### src/rtl/sram_march_bist_if.sv
// SRAM BIST port bundle: engine drives EN/MEN/WEN/REN/ADDR/DIN/BM, macro returns DOUT.
// Purely combinational wiring; no latency, no backpressure.
interface sram_march_bist_if;
    logic        bist_en_o;
    logic        bist_men_o;
    logic        bist_wen_o;
    logic        bist_ren_o;
    logic [8:0]  bist_addr_o;
    logic [31:0] bist_din_o;
    logic [31:0] bist_bm_o;
    logic [31:0] bist_dout_i;

    modport master (
        output bist_en_o, bist_men_o, bist_wen_o, bist_ren_o,
        output bist_addr_o, bist_din_o, bist_bm_o,
        input  bist_dout_i
    );

    modport slave (
        input  bist_en_o, bist_men_o, bist_wen_o, bist_ren_o,
        input  bist_addr_o, bist_din_o, bist_bm_o,
        output bist_dout_i
    );
endinterface

### src/rtl/sram_march_bist.sv
// March C- BIST over a 512x32 SRAM: 5120 gap-free ops, done at start edge + 5121.
// Read data is compared one cycle after the read; start_i is ignored while busy, no backpressure.
module sram_march_bist (
    input  logic               clk_i,
    input  logic               rst_ni,
    input  logic               start_i,
    output logic               busy_o,
    output logic               done_o,
    output logic               pass_o,
    output logic               fail_o,
    output logic [8:0]         fail_addr_o,
    output logic [2:0]         fail_elem_o,
    output logic [31:0]        fail_bits_o,
    sram_march_bist_if.master  sram
);
    typedef enum logic [3:0] {
        S_IDLE, S_M0, S_M1, S_M2, S_M3, S_M4, S_M5, S_DRAIN, S_DONE
    } state_t;

    state_t      state_q, state_d;
    logic [8:0]  addr_q;
    logic        phase_q;
    logic        start_acc, in_march, two_op, descend, at_addr_end, elem_last;
    logic        is_rd, is_wr, wr_bit, rd_bit;
    logic [2:0]  elem_num;
    logic        rd_vld_q;
    logic [31:0] exp_q;
    logic [8:0]  rd_addr_q;
    logic [2:0]  rd_elem_q;
    logic [31:0] miscmp;

    always_comb begin
        start_acc   = start_i && (state_q == S_IDLE || state_q == S_DONE);
        in_march    = state_q inside {S_M0, S_M1, S_M2, S_M3, S_M4, S_M5};
        two_op      = state_q inside {S_M1, S_M2, S_M3, S_M4};
        descend     = state_q inside {S_M3, S_M4};
        // phase 0 is the read, phase 1 the write, for the two-op elements
        at_addr_end = !two_op || phase_q;
        elem_last   = in_march && at_addr_end && (addr_q == (descend ? 9'd0 : 9'd511));
    end

    always_ff @(posedge clk_i or negedge rst_ni) begin
        if (!rst_ni) state_q <= S_IDLE;
        else         state_q <= state_d;
    end

    always_comb begin
        state_d = state_q;
        case (state_q)
            S_IDLE, S_DONE: if (start_i)   state_d = S_M0;
            S_M0:           if (elem_last) state_d = S_M1;
            S_M1:           if (elem_last) state_d = S_M2;
            S_M2:           if (elem_last) state_d = S_M3;
            S_M3:           if (elem_last) state_d = S_M4;
            S_M4:           if (elem_last) state_d = S_M5;
            S_M5:           if (elem_last) state_d = S_DRAIN;
            S_DRAIN:                       state_d = S_DONE;
            default:                       state_d = S_IDLE;
        endcase
    end

    // Reload on the element's final op so the next element starts without a bubble.
    always_ff @(posedge clk_i or negedge rst_ni) begin
        if (!rst_ni) begin
            addr_q  <= '0;
            phase_q <= 1'b0;
        end else if (start_acc) begin
            addr_q  <= '0;
            phase_q <= 1'b0;
        end else if (in_march) begin
            if (!at_addr_end) begin
                phase_q <= 1'b1;
            end else begin
                phase_q <= 1'b0;
                if (elem_last)
                    addr_q <= (state_q == S_M2 || state_q == S_M3) ? 9'd511 : 9'd0;
                else if (descend)
                    addr_q <= addr_q - 9'd1;
                else
                    addr_q <= addr_q + 9'd1;
            end
        end
    end

    always_comb begin
        is_rd    = in_march && (state_q == S_M5 || (two_op && !phase_q));
        is_wr    = in_march && !is_rd;
        wr_bit   = state_q inside {S_M1, S_M3};
        rd_bit   = state_q inside {S_M2, S_M4};
        elem_num = 3'd0;
        case (state_q)
            S_M1:    elem_num = 3'd1;
            S_M2:    elem_num = 3'd2;
            S_M3:    elem_num = 3'd3;
            S_M4:    elem_num = 3'd4;
            S_M5:    elem_num = 3'd5;
            default: elem_num = 3'd0;
        endcase
        busy_o           = (state_q != S_IDLE) && (state_q != S_DONE);
        done_o           = (state_q == S_DONE);
        pass_o           = done_o && !fail_o;
        sram.bist_en_o   = busy_o;
        sram.bist_men_o  = in_march;
        sram.bist_wen_o  = is_wr;
        sram.bist_ren_o  = is_rd;
        sram.bist_addr_o = in_march ? addr_q : 9'd0;
        sram.bist_din_o  = is_wr ? {32{wr_bit}} : 32'd0;
        sram.bist_bm_o   = is_wr ? 32'hFFFF_FFFF : 32'd0;
    end

    assign miscmp = sram.bist_dout_i ^ exp_q;

    // Read context travels one stage so it lines up with the returning DOUT.
    always_ff @(posedge clk_i or negedge rst_ni) begin
        if (!rst_ni) begin
            rd_vld_q    <= 1'b0;
            exp_q       <= '0;
            rd_addr_q   <= '0;
            rd_elem_q   <= '0;
            fail_o      <= 1'b0;
            fail_addr_o <= '0;
            fail_elem_o <= '0;
            fail_bits_o <= '0;
        end else begin
            rd_vld_q  <= is_rd;
            exp_q     <= {32{rd_bit}};
            rd_addr_q <= addr_q;
            rd_elem_q <= elem_num;
            if (start_acc) begin
                fail_o      <= 1'b0;
                fail_addr_o <= '0;
                fail_elem_o <= '0;
                fail_bits_o <= '0;
            end else if (rd_vld_q && (miscmp != 32'd0)) begin
                if (!fail_o) begin
                    fail_addr_o <= rd_addr_q;
                    fail_elem_o <= rd_elem_q;
                    fail_bits_o <= miscmp;
                end
                fail_o <= 1'b1;
            end
        end
    end
endmodule

### src/flat_wrapper.sv
// flat-port wrapper written by rule: the top's interface ports become plain ports
module sram_march_bist_flat 
  (clk_i, rst_ni, start_i, busy_o, done_o, pass_o, fail_o, fail_addr_o, fail_elem_o, fail_bits_o, sram_bist_en_o, sram_bist_men_o, sram_bist_wen_o, sram_bist_ren_o, sram_bist_addr_o, sram_bist_din_o, sram_bist_bm_o, sram_bist_dout_i);
  sram_march_bist_if sram_i ();
  input  logic clk_i;
  input  logic rst_ni;
  input  logic start_i;
  output logic busy_o;
  output logic done_o;
  output logic pass_o;
  output logic fail_o;
  output logic [8:0] fail_addr_o;
  output logic [2:0] fail_elem_o;
  output logic [31:0] fail_bits_o;
  output wire logic [$bits(sram_i.bist_en_o)-1:0] sram_bist_en_o;
  output wire logic [$bits(sram_i.bist_men_o)-1:0] sram_bist_men_o;
  output wire logic [$bits(sram_i.bist_wen_o)-1:0] sram_bist_wen_o;
  output wire logic [$bits(sram_i.bist_ren_o)-1:0] sram_bist_ren_o;
  output wire logic [$bits(sram_i.bist_addr_o)-1:0] sram_bist_addr_o;
  output wire logic [$bits(sram_i.bist_din_o)-1:0] sram_bist_din_o;
  output wire logic [$bits(sram_i.bist_bm_o)-1:0] sram_bist_bm_o;
  input wire logic [$bits(sram_i.bist_dout_i)-1:0] sram_bist_dout_i;
  assign sram_bist_en_o = sram_i.bist_en_o;
  assign sram_bist_men_o = sram_i.bist_men_o;
  assign sram_bist_wen_o = sram_i.bist_wen_o;
  assign sram_bist_ren_o = sram_i.bist_ren_o;
  assign sram_bist_addr_o = sram_i.bist_addr_o;
  assign sram_bist_din_o = sram_i.bist_din_o;
  assign sram_bist_bm_o = sram_i.bist_bm_o;
  assign sram_i.bist_dout_i = sram_bist_dout_i;
  sram_march_bist u_core (.clk_i(clk_i), .rst_ni(rst_ni), .start_i(start_i), .busy_o(busy_o), .done_o(done_o), .pass_o(pass_o), .fail_o(fail_o), .fail_addr_o(fail_addr_o), .fail_elem_o(fail_elem_o), .fail_bits_o(fail_bits_o), .sram(sram_i));
endmodule
### config.mk
export PLATFORM = sky130hd
export DESIGN_NAME = sram_march_bist_flat
export DESIGN_NICKNAME = d
export VERILOG_FILES = /design/src/rtl/sram_march_bist_if.sv /design/src/rtl/sram_march_bist.sv /design/src/flat_wrapper.sv
export SDC_FILE = /design/constraint.sdc
export NUM_CORES = 1
export LEC_CHECK = 0
export CAP_MARGIN = 15
export CORE_ASPECT_RATIO = 0.6
export CORE_MARGIN = 2
export CORE_UTILIZATION = 49
export DETAILED_ROUTE_END_ITERATION = 6
export PLACE_DENSITY = 0.93
export SKIP_CTS_REPAIR_TIMING = 1
export SLEW_MARGIN = 20
export SYNTH_ARGS = -nofsm -noshare
export SYNTH_HDL_FRONTEND = slang
export SYNTH_SLANG_ARGS = --single-unit
export TNS_END_PERCENT = 10
### constraint.sdc
create_clock -name clk_i -period 6.2 [get_ports clk_i]
set_input_delay 0.62 -clock clk_i [delete_from_list [all_inputs] [get_ports clk_i]]
set_output_delay 0.62 -clock clk_i [all_outputs]
set_load 0.02 [all_outputs]
# Word-level counts from Yosys, hierarchy flattened
# Index checks and enable logic that the tools add are counted.
dict set report totals {
  reg_bits 73
  input_bits 35
  out_inout_bits 125
  word_cells 97
}
dict set report classes {
  addsub 2
  eq_ne 18
  muxes 33
  bitwise_logic 1
  reduce_logical 32
}
# op count
set op_table {}
lappend op_table {{2-to-1 mux 32 bit} 5}
lappend op_table {{2-to-1 mux 9 bit} 11}
lappend op_table {{one-hot mux 4 bit (8 select lines)} 1}
lappend op_table {{nonzero test 32 bit} 1}
lappend op_table {{XOR 32 bit} 1}
lappend op_table {{2-to-1 mux 4 bit} 7}
lappend op_table {{equality test 4 x 3 -> 1 bit, second input constant} 4}
lappend op_table {{one-hot mux 3 bit (5 select lines)} 1}
lappend op_table {{inequality test 2 x 1 -> 1 bit, second input constant} 6}
lappend op_table {{nonzero test 2 bit} 6}
lappend op_table {{adder 9 x 1 -> 9 bit, second input constant} 1}
lappend op_table {{equality test 9 bit} 1}
lappend op_table {{logical AND 1 bit} 9}
lappend op_table {{2-to-1 mux 3 bit} 3}
lappend op_table {{subtractor 9 x 1 -> 9 bit, second input constant} 1}
lappend op_table {{equality test 4 x 2 -> 1 bit, second input constant} 2}
lappend op_table {{nonzero test 4 bit} 2}
lappend op_table {{AND reduction 7 bit} 1}
lappend op_table {{nonzero test 6 bit} 1}
lappend op_table {{2-to-1 mux 1 bit} 5}
lappend op_table {{equality test 4 x 1 -> 1 bit, second input constant} 1}
lappend op_table {{equality test 4 bit, second input constant} 1}
lappend op_table {{logical NOT 1 bit} 4}
lappend op_table {{logical NOT 4 bit} 1}
lappend op_table {{5 further kinds} 10}

# Depth between registers and ports, before layout
# Gate-level depths: netlist of the first run.
dict set report logic_depth {
  depth_word 10
  ltp_mapped 10
  mapped_depth_nobuf 9
}

# Least setup slack after synthesis of the first run
# OpenSTA, ideal clock, no wires.
dict set report synth_timing {
  path_kind {register -> output}
  start {reg u_core.state_q[1]}
  end {out sram_bist_din_o[10]}
  t_arrival_ns 4.357
  t_required_ns 5.580
  slack_ns 1.223
  path_stages_with_launch 5
  path_buffers 2
  path_cell_list {dfrtp_1 -> clkbuf_1 -> xnor2_1 -> nor4b_1 -> buf_4}
}
dict set report synth_between {
  elab_chain_len 8
  elab_cells_between_ends 15
  cone_classes {6 x eq/ne; 1 x mux; 8 x reduce/logical}
}
# element line
set synth_lines {}
lappend synth_lines {{start: declaration} sram_march_bist.sv:20} ;# state_t state_q, state_d;
lappend synth_lines {{start signal: assignment} sram_march_bist.sv:44} ;# else state_q <= state_d;
lappend synth_lines {{equality test 4 x 2 -> 1 bit, or another cell as far along} {sram_march_bist.sv:34, sram_march_bist.sv:35, sram_march_bist.sv:88}}
lappend synth_lines {{nonzero test 4 bit} sram_march_bist.sv:35} ;# two_op = state_q inside {S_M1, S_M2, S_M3, S_M4};
lappend synth_lines {{logical AND 1 bit} sram_march_bist.sv:86} ;# is_rd = in_march && (state_q == S_M5 || (two_op && !phase_q));
lappend synth_lines {{logical OR 1 bit} sram_march_bist.sv:86}
lappend synth_lines {{logical AND 1 bit} sram_march_bist.sv:86}
lappend synth_lines {{logical NOT 1 bit} sram_march_bist.sv:87} ;# is_wr = in_march && !is_rd;
lappend synth_lines {{logical AND 1 bit} sram_march_bist.sv:87}
lappend synth_lines {{2-to-1 mux 32 bit (*)} sram_march_bist.sv:107} ;# sram.bist_din_o = is_wr ? {32{wr_bit}} : 32'd0;
lappend synth_lines {{end: declaration} flat_wrapper.sv:20} ;# output wire logic [$bits(sram_i.bist_din_o)-1:0] sram_bist_din_o;
# Every way passes the cells marked *; elsewhere a longest branch is shown, timed or not.

# Final worst setup path of the first run
dict set report layout_timing {
  start {reg u_core.state_q[1]}
  end {out sram_bist_addr_o[3]}
}
dict set report layout_between {
  elab_chain_len 3
  elab_cells_between_ends 8
  cone_classes {6 x eq/ne; 1 x mux; 1 x reduce/logical}
}
# element line
set layout_lines {}
lappend layout_lines {{equality test 4 x 1 -> 1 bit, or another cell as far along} sram_march_bist.sv:34} ;# in_march = state_q inside {S_M0, S_M1, S_M2, S_M3, S_M4, S_M5};
lappend layout_lines {{nonzero test 6 bit (*)} sram_march_bist.sv:34}
lappend layout_lines {{2-to-1 mux 9 bit (*)} sram_march_bist.sv:106} ;# sram.bist_addr_o = in_march ? addr_q : 9'd0;
lappend layout_lines {{end: declaration} flat_wrapper.sv:19} ;# output wire logic [$bits(sram_i.bist_addr_o)-1:0] sram_bist_addr_o;
# Marks and branches as above.

==> results by group, run 1 <==
Status
  • Status: completed

Place
  • DP Worst Slack: 2.86 ns
  • IO buf count: 159
  • Gpl congestion: 0.966
  • HPWL Detailed: 8420 um
  • Post-Place Cells: 648

Synth
  • Asr flop ratio synth: 100%
  • Main flop type after synthesis: dfrtp_1
  • Synth Cell Area: 0.00453 mm^2
  • Synth top area share: 40.3%
  • Seq/Total Area, Yosys: 40.3%
  • Post-synth cell types: 45
  • Top cells by count, synth: 73 x dfrtp_1, 64 x buf_4, 60 x nor2_1
  • Ranking of synthesized cells by area: dfrtp_1 40%, buf_4 11%, a211oi_2 8.3%
  • Top cell type by total area after synthesis: dfrtp_1
  • Syn_area_per_cell: 9.95 um^2
  • Post-synth EDFFs: 0
  • Warnings from Yosys: 0
  • Syn nets: 504
  • #FFs+latches synth: 73
  • Post-Synthesis Cells: 455
  • Count leader, synth: dfrtp_1

Route
  • Routed WL per cell: 17.9 um
  • Routed via count: 3579
  • Via density per instance: 5.39
  • DRC: 0
  • DRT Pass-1 Iters: 4
  • Total Wirelength: 11900 um
  • Starting DRT DRC Count: 311
  • ANT nets after route: 0

Worst setup path
  • CP delay by family, top: simple AND/OR/NAND/NOR gates
  • Slowest stage cell on the critical path: nor3_1
  • Crit path max fanout: 16
  • CP Capture Type: output pin
  • Crit path launch type: flop
  • Number of buffers and inverters on the critical path: 1
  • Critical path required time: 5.58 ns
  • Crit path cell chain: nor3_1 > nor3_1 > and2_1 > clkdlybuf4s50_1
  • Worst R2R End: u_core.fail_bits_o[30]$_DFFE_PN0P_
  • WP data arrival: 3.09 ns
  • Worst reg2reg setup slack: 2.95 ns
  • Startpoint of the worst register-to-register path: u_core.exp_q[0]$_DFF_PN0_
  • Most used cell, CP: nor3_1
  • Worst reg2reg path depth: 6
  • Crit Path Category: flop to output pin
  • Worst path max stage delay: 0.98 ns

Global route
  • Largest net degree at the start of global routing: 77
  • First-pass GRT wire length: 18700 um
  • Remaining global-route overflow: 0
  • Initial antenna violation count: 0
  • M2 GR Usage: 38.8%
  • GRT met1 Usage: 32.1%
  • Vias in the first global route: 3468
  • GRT met3 Usage: 6.95%
  • GRT Overall Usage: 24.1%
  • Gr busiest metal: met2

Floorplan
  • Die height: 78.5 um
  • Starting Density: 49.8%
  • Die Footprint: 0.0101 mm^2
  • Num rows: 27
  • Ports: 160
  • Core footprint: 0.00909 mm^2
  • Width of the die: 128 um

Clock tree
  • Clock Path Buffers: 2
  • CTS clk-pin slew, worst paths: 0.06 ns
  • Sink Count: 73
  • Cts bufs inserted: 9
  • H-tree depth: 3
  • Root Driver: clkbuf_16
  • Clock Latency Late Sink: 0.33 ns
  • TritonCTS clock tree: built

Power and ir drop
  • Combinational Power Share: 51.5%
  • Post-layout power: 2.79 mW
  • Switching power: 1.12 mW
  • Sequential cell fraction of total power: 31.1%
  • Leak pwr: 2.38 nW
  • Clock power share: 17.4%
  • Switching Fraction: 40.3%
  • Cell-internal power: 1.66 mW
  • PD cells: 465 mW/mm^2
  • VDD IR max: 0.000275 V

Timing
  • Final hold viol count: 0
  • Setup TNS Final: 0 ns
  • Endpoints failing setup: 0
  • Min Tclk post-route: 3.71 ns
  • Max Fclk: 0.269 GHz
  • Final WS setup: 2.49 ns
  • Tcrit/Tclk final: 59.9%
  • Worst Clk Skew: 0.00312 ns
  • RSZ-0062 raised after global routing: false
  • Worst Tran Pin Value: 1.17 ns
  • Relative max-transition margin: 21.1%
  • Pins over their slew limit: 0

Cells and area
  • FF/Latch Area: 0.00183 mm^2
  • Fin cells: 664
  • Area of the multi-input gates: 0.00210 mm^2
  • Filler Cells Inserted: 691
  • Final nets: 592
  • Share of post-route cells with drive strength above 1: 10.6%
  • Antenna Cells: 0
  • Layout area overhead: 32.4%

Hold path
  • HP Start: u_core.addr_q[3]$_DFFE_PN0P_
  • Worst Hold Depth: 0
  • Hold Crit Class: flop to flop
  • Hold endpoint: u_core.rd_addr_q[3]$_DFF_PN0_

Run
  • Max-cap violation count: 0
[power by group through the flow]
stage          registers, mW  clock network (mW)  logic, mW
5_1_grt                0.892               0.511       1.54
3_5_place_dp           0.866                   0       1.43
6_report               0.867               0.486       1.44
3_3_place_gp           0.857                   0       1.38
4_1_cts                0.863               0.490       1.44
2_1_floorplan          0.938                   0      0.813
[how the worst max path moves through the flow]
| stage | end | depth (start not counted) | slack, ns | from |
|---|---|---|---|---|
| 6_report | sram_bist_addr_o[3] | 4 | 2.49 | u_core.state_q[1]$_DFFE_PN0P_ |
| 5_1_grt | sram_bist_addr_o[5] | 4 | 2.43 | u_core.state_q[1]$_DFFE_PN0P_ |
| 4_1_cts | sram_bist_bm_o[14] | 4 | 2.57 | u_core.state_q[0]$_DFFE_PN0P_ |
| 3_5_place_dp | u_core.fail_addr_o[7]$_DFFE_PN0P_ | 7 | 2.86 | sram_bist_dout_i[27] |
| 3_3_place_gp | u_core.fail_addr_o[1]$_DFFE_PN0P_ | 7 | 3.00 | sram_bist_dout_i[27] |
| 2_1_floorplan | sram_bist_din_o[10] | 4 | 1.22 | u_core.state_q[1]$_DFFE_PN0P_ |
[registers in the layout (all words and copies together) (netlist names)]
signal / cells
u_core.fail_bits_o: 32
u_core.addr_q: 9
u_core.fail_addr_o: 9
u_core.rd_addr_q: 9
u_core.state_q: 4
u_core.fail_elem_o: 3
u_core.rd_elem_q: 3
u_core.exp_q: 1
u_core.fail_o: 1
u_core.phase_q: 1
u_core.rd_vld_q: 1
[layout by cell type, fill, tap and decap left out, drive strengths merged, types with 11 or more instances in the layout]
master	instances
clkdlybuf4s50	158
dfrtp	73
nor2	60
xnor2	37
a211oi	33
mux2i	21
nand2	17
a21oi	16
clkbuf	14
ha	13
nand4	11
[worst reg2reg max path: cells and delay by family, from the launching register on]
| kind | cells | cell delay [ns] |
|---|---|---|
| compound gates | 2 | 0.84 |
| flops | 1 | 0.80 |
| mux | 1 | 0.22 |
| simple gates | 3 | 1.22 |
[metrics by stage]
stage	util (%)	hold slack (ns)	cell area [um^2]
after floorplan	-	0.324	4530
after global placement	62.9	0.451	5710
after detailed placement	62.9	0.457	5710
after CTS	65.9	0.480	5990
after global routing	66.0	0.500	6000
final	66.0	0.482	6000
[cell families (layout without fill, tap and decap cells)]
logic type      Yosys count  count (layout)  share of synthesized area (%)
fa+ha+maj                14              14                           4.03
flops                    73              73                           40.3
mux                      21              21                           4.64
buf+inv                  95             188                           14.0
xor+xnor                 37              37                           7.16
compound gates           75              75                           14.5
simple gates            140             140                           15.3
[final cells by class]
class	count	share of cell area, %
Tap cell	116	2.42
Inverter	9	0.563
Sequential cell	73	30.5
Multi-Input combinational cell	287	35.0
Clock buffer	14	4.40
Timing Repair Buffer	163	27.0
Clock inverter	2	0.209
[routing by layer]
layer  routed length [um]  vias up
met3                  658       11
met1                 5380     1773
met2                 5720      107
met4                  104        0
li1                     -     1688
met5                    0        -
(Power assumes the default switching activity.)
==> inputs of run 2 (changes only) <==
--- a/config.mk
+++ b/config.mk
@@ -8,9 +8,9 @@
 export CAP_MARGIN = 15
 export CORE_ASPECT_RATIO = 0.6
 export CORE_MARGIN = 2
-export CORE_UTILIZATION = 49
+export CORE_UTILIZATION = 41
 export DETAILED_ROUTE_END_ITERATION = 6
-export PLACE_DENSITY = 0.93
+export PLACE_DENSITY = 0.84
 export SKIP_CTS_REPAIR_TIMING = 1
 export SLEW_MARGIN = 20
 export SYNTH_ARGS = -nofsm -noshare
==> constraint.sdc (replaced) <==
create_clock -name clk_i -period 3.3 [get_ports clk_i]
set_input_delay 0.33 -clock clk_i [delete_from_list [all_inputs] [get_ports clk_i]]
set_output_delay 0.33 -clock clk_i [all_outputs]
set_load 0.02 [all_outputs]
==> results by group, run 2 (same netlist as run 1, synthesis figures left out) <==
Global route
  • First-pass GRT wire length: 19100 um
  • GRT Overall Usage: 20.3%
  • Initial antenna violation count: 0
  • Vias in the first global route: 3636
  • Largest net degree at the start of global routing: 77
  • Remaining global-route overflow: 0

Cells and area
  • Top reg by flops: u_core.fail_bits_o
  • Share of post-route cells with drive strength above 1: 12.1%
  • FF/Latch Area: 0.00183 mm^2
  • Filler Cells Inserted: 878
  • Layout area overhead: 35.0%
  • Final nets: 597
  • Fin cells: 692
  • Commonest non-fill, non-tap cell in the layout: clkdlybuf4s50_1
  • Antenna Cells: 0
  • Max reg flops: 32
  • Most frequent cells in the layout: 158 x clkdlybuf4s50_1, 71 x dfrtp_1, 60 x nor2_1
  • Area of the multi-input gates: 0.00210 mm^2

Power and ir drop
  • PD cells: 882 mW/mm^2
  • Post-layout power: 5.39 mW
  • VDD IR max: 0.000511 V
  • Leak pwr: 2.42 nW

Timing
  • Max Fclk: 0.319 GHz
  • Worst Tran Pin Value: 1.01 ns
  • Hold slack: 0.0446 ns
  • Final hold viol count: 0
  • Endpoints failing setup: 0
  • Worst Clk Skew: 0.00791 ns
  • RSZ-0062 raised after global routing: false
  • Pins over their slew limit: 0
  • Relative max-transition margin: 32.8%
  • Tcrit/Tclk final: 95.1%
  • Setup TNS Final: 0 ns
  • Min Tclk post-route: 3.14 ns

Clock tree
  • Sink Count: 73
  • Cts bufs inserted: 9
  • H-tree depth: 3
  • Clock Latency Late Sink: 0.33 ns
  • Root Driver: clkbuf_16
  • TritonCTS clock tree: built
  • Clock Path Buffers: 2
  • CTS clk-pin slew, worst paths: 0.06 ns

Floorplan
  • Ports: 160
  • Die Footprint: 0.0119 mm^2
  • Die height: 85.4 um
  • Starting Density: 42.4%
  • Width of the die: 140 um
  • Num rows: 29
  • Core footprint: 0.0107 mm^2

Worst setup path
  • Slowest stage cell on the critical path: dfrtp_1
  • CP Capture Type: flop
  • Worst path max stage delay: 0.55 ns
  • Crit path max fanout: 16
  • Crit Path Category: flop to flop
  • Critical path required time: 3.57 ns
  • Crit path cell chain: nor3b_1 > inv_1 > fa_1 > nand2b_1 > a21oi_1 > o2111ai_1 > and3_1 > or4_1 > nand4_1
  • WP data arrival: 3.41 ns
  • Crit path launch type: flop

Route
  • Metal3 WL: 933 um
  • WL met1: 5710 um
  • Top Layer Used: met4
  • DRT Pass-1 Iters: 4
  • Starting DRT DRC Count: 287
  • DRC: 0
  • ANT nets after route: 0
  • Total Wirelength: 12000 um
  • Routed WL per cell: 17.3 um
  • Met2 Routed Length: 5160 um
  • Routed via count: 3679
  • Via density per instance: 5.32

Place
  • Post-Place Cells: 676
  • Gpl congestion: 0.943
  • HPWL Detailed: 8720 um
  • IO buf count: 159

Hold path
  • Hold Crit Class: primary input to asynchronous set/reset pin

Run
  • Max-cap violation count: 0

Status
  • Status: completed
[run 2: changes by cell type in the layout (fill, tap and decap cells not counted), sizes merged]
cell    change
clkinv      +1
inv         +1
bufinv      +2
clkbuf      -4
buf         +5
[run 2: metrics by stage]
stage,worst slack (ns),instance area [um^2],util [%]
floorplan,-0.191,4530,-
global placement,0.362,5790,54.2
detailed placement,0.262,5790,54.2
CTS,-0.00499,6110,57.2
global route,0.0306,6110,57.3
finish,0.161,6110,57.3
[run 2: final timing paths]
check / from / endpoint / slack [ns] / depth (start not counted)
setup / recovery: u_core.state_q[1]$_DFFE_PN0P_ / u_core.addr_q[8]$_DFFE_PN0P_ / 0.16 / 9
hold / removal: rst_ni / u_core.fail_bits_o[31]$_DFFE_PN0P_ / 0.04 / 1
setup reg to reg: u_core.state_q[1]$_DFFE_PN0P_ / u_core.addr_q[8]$_DFFE_PN0P_ / 0.16 / 9
hold reg to reg: u_core.addr_q[1]$_DFFE_PN0P_ / u_core.rd_addr_q[1]$_DFF_PN0_ / 0.47 / 0
max in group asynchronous: rst_ni / u_core.state_q[2]$_DFFE_PN0P_ / 2.38 / 2
min in group clk_i: u_core.addr_q[1]$_DFFE_PN0P_ / u_core.rd_addr_q[1]$_DFF_PN0_ / 0.47 / 0
[run 2: worst max-delay path: cells and delay by family, from the launching register on]
kind                       cells  cell delay (ns)
and+or+nand+nor                5             1.36
adders and majority gates      1             0.50
DFF                            1             0.55
AOI/OAI and AO/OA              2             0.51
buffers and inverters          1             0.15
[run 2: power breakdown]
group          switching [mW]  total, mW  internal, mW  leakage [nW]
combinational            1.41       2.74          1.33          1.33
sequential              0.340       1.61          1.27         0.932
clock                   0.383       1.05         0.664         0.153
[run 2: area by class of cell]
class	instances	area share, %
Clock buffer	10	3.75
Sequential cell	73	29.9
Timing Repair Buffer	168	27.1
Inverter	9	0.553
Tap cell	139	2.85
Clock inverter	6	1.47
Multi-Input combinational cell	287	34.4
[run 2: metal layers]
metal | GRT usage, % | vias up
li1 | - | 1700
met1 | 28.8 | 1793
met2 | 30.8 | 165
met3 | 6.09 | 21
met4 | 4.91 | 0
met5 | 0 | -
==> inputs of run 3 (changes only) <==
--- a/config.mk
+++ b/config.mk
@@ -5,11 +5,13 @@
 export SDC_FILE = /design/constraint.sdc
 export NUM_CORES = 1
 export LEC_CHECK = 0
+export ABC_CLOCK_PERIOD_IN_PS = 3300
 export CAP_MARGIN = 15
 export CORE_ASPECT_RATIO = 0.6
 export CORE_MARGIN = 2
 export CORE_UTILIZATION = 41
 export DETAILED_ROUTE_END_ITERATION = 6
+export HOLD_SLACK_MARGIN = 0.08
 export PLACE_DENSITY = 0.84
 export SKIP_CTS_REPAIR_TIMING = 1
 export SLEW_MARGIN = 20
==> results of run 3 <==
Final layout, timing and power as in run 2 (identical DEF).
